<file path="config.mk">
export PLATFORM = sky130hd
export DESIGN_NAME = y_pc_unit
export DESIGN_NICKNAME = d
export VERILOG_FILES = /design/src/rtl/y_cpu_pkg.sv /design/src/rtl/y_npc_calc.sv /design/src/rtl/y_pc_unit.sv
export SDC_FILE = /design/constraint.sdc
export NUM_CORES = 1
export LEC_CHECK = 0
export CORE_MARGIN = 10
export CORE_UTILIZATION = 45
export DETAILED_ROUTE_END_ITERATION = 7
export PLACE_DENSITY = 0.87
export SKIP_LAST_GASP = 1
export SYNTH_ARGS = -nofsm -noshare
export SYNTH_HDL_FRONTEND = slang
export SYNTH_HIERARCHICAL = 1
export SYNTH_SLANG_ARGS = --single-unit
</file>
<file path="constraint.sdc">
create_clock -name clk -period 7.4 [get_ports clk]
set_clock_uncertainty 0.15 [all_clocks]
set_input_delay 1.48 -clock clk [delete_from_list [all_inputs] [get_ports clk]]
set_output_delay 1.48 -clock clk [all_outputs]
set_load 0.02 [all_outputs]
</file>
<file path="src/rtl/y_cpu_pkg.sv">
// y_cpu_pkg: opcode constants and PC-unit FSM states shared by the PC unit and its next-PC calculator
package y_cpu_pkg;
    localparam logic [5:0] OP_RTYPE = 6'h00;
    localparam logic [5:0] OP_J     = 6'h02;
    localparam logic [5:0] OP_BEQ   = 6'h04;
    localparam logic [5:0] OP_BNE   = 6'h05;
    typedef enum logic [1:0] {ST_IDLE, ST_RUN, ST_HALT} state_e;
endpackage

</file>
<file path="src/rtl/y_npc_calc.sv">
// y_npc_calc: combinational pc+4, branch/jump target and taken decision for the instruction at pc
module y_npc_calc
    import y_cpu_pkg::*;
(
    input  logic [31:0] pc,
    input  logic [5:0]  op,
    input  logic        zero,
    input  logic [31:0] imm,
    input  logic [25:0] j_target,
    output logic [31:0] pcp4,
    output logic [31:0] target,
    output logic        taken
);
    // jumps keep the pcp4 region nibble; branches are pcp4-relative word offsets
    always_comb begin
        pcp4   = pc + 32'd4;
        target = (op == OP_J) ? {pcp4[31:28], j_target, 2'b00} : pcp4 + (imm << 2);
        taken  = (op == OP_J) | ((op == OP_BEQ) & zero) | ((op == OP_BNE) & ~zero);
    end
endmodule

</file>
<file path="src/rtl/y_pc_unit.sv">
// y_pc_unit: fetch PC sequencer with IDLE/RUN/HALT FSM and retire counter; Y_PC_DELAY_SLOT_EN adds one branch delay slot
module y_pc_unit
    import y_cpu_pkg::*;
#(
    parameter logic [31:0] ENTRY_PC = 32'd128
) (
    input  logic        clk,
    input  logic        rst_n,
    input  logic        stall,
    input  logic        halt,
    input  logic [5:0]  op,
    input  logic        zero,
    input  logic [31:0] imm,
    input  logic [25:0] jTarget,
    output logic [31:0] pc,
    output logic [31:0] pcp4,
    output logic        pc_valid,
    output logic        redirect,
    output logic [31:0] icount,
    output logic        halted
);
    state_e      state_q, state_d;
    logic [31:0] pc_q, pc_d;
    logic [31:0] icount_q, icount_d;
    logic [31:0] target;
    logic        taken;
`ifdef Y_PC_DELAY_SLOT_EN
    logic        pend_q, pend_d;
    logic [31:0] pend_pc_q, pend_pc_d;
`endif

    y_npc_calc u_npc (
        .pc       (pc_q),
        .op       (op),
        .zero     (zero),
        .imm      (imm),
        .j_target (jTarget),
        .pcp4     (pcp4),
        .target   (target),
        .taken    (taken)
    );

    // next state: halt wins over stall, and the instruction seen with halt does not retire
    always_comb begin
        state_d  = state_q;
        pc_d     = pc_q;
        icount_d = icount_q;
        redirect = 1'b0;
`ifdef Y_PC_DELAY_SLOT_EN
        pend_d    = pend_q;
        pend_pc_d = pend_pc_q;
`endif
        if (state_q == ST_IDLE) begin
            state_d = ST_RUN;
            pc_d    = ENTRY_PC;
        end else if (state_q == ST_RUN && halt) begin
            state_d = ST_HALT;
        end else if (state_q == ST_RUN && !stall) begin
            icount_d = icount_q + 32'd1;
`ifdef Y_PC_DELAY_SLOT_EN
            if (pend_q) begin
                pc_d     = pend_pc_q;
                pend_d   = 1'b0;
                redirect = 1'b1;
            end else begin
                pc_d      = pcp4;
                pend_d    = taken;
                pend_pc_d = taken ? target : pend_pc_q;
            end
`else
            pc_d     = taken ? target : pcp4;
            redirect = taken;
`endif
        end
    end

    // state, PC and counter registers
    always_ff @(posedge clk or negedge rst_n) begin
        if (!rst_n) begin
            state_q  <= ST_IDLE;
            pc_q     <= ENTRY_PC;
            icount_q <= 32'd0;
        end else begin
            state_q  <= state_d;
            pc_q     <= pc_d;
            icount_q <= icount_d;
        end
    end

`ifdef Y_PC_DELAY_SLOT_EN
    // pending target captured by a taken transfer, consumed after the delay slot
    always_ff @(posedge clk or negedge rst_n) begin
        if (!rst_n) begin
            pend_q    <= 1'b0;
            pend_pc_q <= 32'd0;
        end else begin
            pend_q    <= pend_d;
            pend_pc_q <= pend_pc_d;
        end
    end
`endif

    assign pc       = pc_q;
    assign icount   = icount_q;
    assign pc_valid = (state_q == ST_RUN);
    assign halted   = (state_q == ST_HALT);
endmodule

</file>
==> out/results.txt <==
Yosys top cell by area = dfrtp_1
Largest net degree at the start of global routing = 67
EDFF count, synth = 0
Final worst path period need = 5.15 ns
Post-synthesis cell type count = 72
Max-Cap Viols = 0
Total power = 988 uW
Area Growth Syn to Fin = 36.9%
Metal-1 WL = 7910 um
WL/cell = 17.9 um
Total number of vias = 5490
Synth Instances = 654
Seq cells post-synth = 66
Hold WS = 0.329 ns
Most numerous cell in the Yosys netlist = nand2_1
Total track usage = 20.0%
DR WL met2 = 8380 um
Pwr dens = 127 mW/mm^2
Worst EP required = 5.77 ns
Die height = 132 um
Fillers = 1015
Final GP Congestion = 0.914
IO Pins = 168
Relative slew slack = 40.4%
Met3 Routed Length = 1010 um
CTS tree = done
CP Launch Type = input pin
Share of the synthesized area in the top cell type = 28.7%
Initial antenna violation count = 0
Nets = 916
WL final = 17600 um
Final worst-path cycle share = 69.6%
Clk_lat worst skew = 0.33 ns
# clock sinks = 66
DRC viols = 0
Most frequent cells after synthesis = nand2_1 (89), dfrtp_1 (65), xnor2_1 (43)
Clock buffer depth = 2
Hold_buf cts = 0
Post-synthesis instance area = 0.00567 mm^2
Flop2flop setup slack = 3.19 ns
Clock transition at path regs = 0.06 ns
FF+latch area = 0.00165 mm^2
Endpoints failing setup = 0
Leak = 0.00334 uW
Initial DRC count = 340
CTS Buf Count = 9
VDD IR max = 0.113 mV
Arr. time, crit path = 3.52 ns
Worst Max-Slew Pin Slew = 0.894 ns
Critical path class = input pin to primary output
Post CTS Setup Buffer Count = 0
Syn Area/Cell = 8.66 um^2
First-pass GRT wire length = 29100 um
Synth async-reset ratio = 100%
CTS H-tree depth = 3
Synth Net Count = 760
Post-synth top flop = dfrtp_1
Final ANT Viol Nets = 0
Slew Limit Fails = 0
Row Count = 40
Maximum clock rate = 0.194 GHz
RSZ-0062 raised after global routing = no
Final Hold Vio Count = 0
Hold Path Class = flop to flop
Core footprint = 0.0122 mm^2
Post-Route Setup TNS = 0 ns
Dpl hpwl = 13300 um
Ranking of synthesized cells by area = dfrtp_1 (29%), ha_1 (8.0%), xnor2_1 (6.6%)
PortBufs = 165
Die W = 132 um
Crit path max fanout = 3
Fraction of layout cells with a size suffix above 1 = 7.48%
Via-to-Cell Ratio = 5.58
Outcome = finished, final reports clean
Global route overflow = 0
Starting Density = 46.6%
Vias in the first global route = 5680
Antenna cells = 0
Number of synthesis warnings = 6
Final Util = 63.8%
Post-cts sizing count = 0
TritonRoute pass-1 iters = 5
Uppermost layer routed = met4
Area of the multi-input gates = 0.00386 mm^2
Crit path capture type = primary output
CTS root buf = clkbuf_16
Die area = 0.0175 mm^2
Sequential area share after synthesis = 29.2%
## state kept, by name (all words and copies together), names as in the netlist
signal   cells
state_q      2
pc          32
icount      32
## power by group
part / total, uW / switching [uW] / internal [uW] / leakage, uW
Combinational: 176 / 86.6 / 89.6 / 0.00230
Clock: 437 / 174 / 263 / 0.000142
Sequential: 375 / 8.55 / 367 / 0.000902
Total: 988 / 269 / 719 / 0.00334
## final cells by class
cell class / instances / area share [%]
timing repair buffer: 170 / 21.7
clock inverter: 7 / 0.984
multi-input combinational: 552 / 49.8
inverter: 11 / 0.549
clock buffer: 9 / 2.90
tap: 168 / 2.71
sequential: 66 / 21.3
## cells in the final DEF, fill, tap and decap left out, types with 3 or more instances in the layout
master           Yosys  layout
a21o_1              18      18
a21oi_1             42      42
a31o_1               3       3
a31oi_1              7       7
and2_1               7       7
and3_1               7       7
and4_1               7       7
buf_4                3       5
clkbuf_16            0       9
clkdlybuf4s50_1      0     164
dfrtp_1             65      65
ha_1                36      36
inv_1                8       8
mux2i_1             32      32
nand2_1             89      89
nand2b_1             6       6
nand3_1             25      25
nand4_1             17      17
nand4_2              3       3
nor2_1              40      40
nor2b_1              6       5
nor3_1               7       7
nor4_1               5       5
nor4_4               3       3
nor4b_1              3       3
o21ai_0             42      42
o21ai_1             12      12
xnor2_1             43      43
xor2_1              37      37
## cell families after synthesis
logic type      after synthesis  synth area share, %
xor+xnor                     83                 13.2
flops                        66                 29.2
simple gates                247                 23.9
compound gates              153                 16.9
fa+ha+maj                    37                 8.30
mux                          32                 5.65
buf+inv                      36                 2.78
## through the flow
step / std cells / instance area (um^2) / worst slack, ns
after detailed placement: 967 / 7450 / 2.28
after CTS: 983 / 7750 / 2.26
after global routing: 983 / 7750 / 2.14
after global placement: 967 / 7450 / 2.34
after floorplan: 654 / 5670 / 2.85
final: 983 / 7750 / 2.25
## worst max-delay path, cell delays in order
cell and delay [ns]:
clkdlybuf4s50_1 0.47, inv_1 0.05, nor3_1 0.39, a31oi_1 0.20, nor2b_4 0.16, and2_1 0.13
clkdlybuf4s50_1 0.63
## final timing paths
path | startpoint | end | cells past startpoint
max | op[1] | redirect | 7
min | icount[31] | icount[31] | 1
max reg2reg | pc[7] | pc[28] | 17
min reg2reg | icount[31] | icount[31] | 1
max in group asynchronous | rst_n | pc[12] | 2
min in group asynchronous | rst_n | icount[31] | 2
## metal layers
layer,GRT usage [%],vias up
li1,-,2671
met1,24.1,2619
met2,33.4,177
met3,5.72,23
met4,6.36,0
met5,0,-
(Power assumes the default switching activity.)
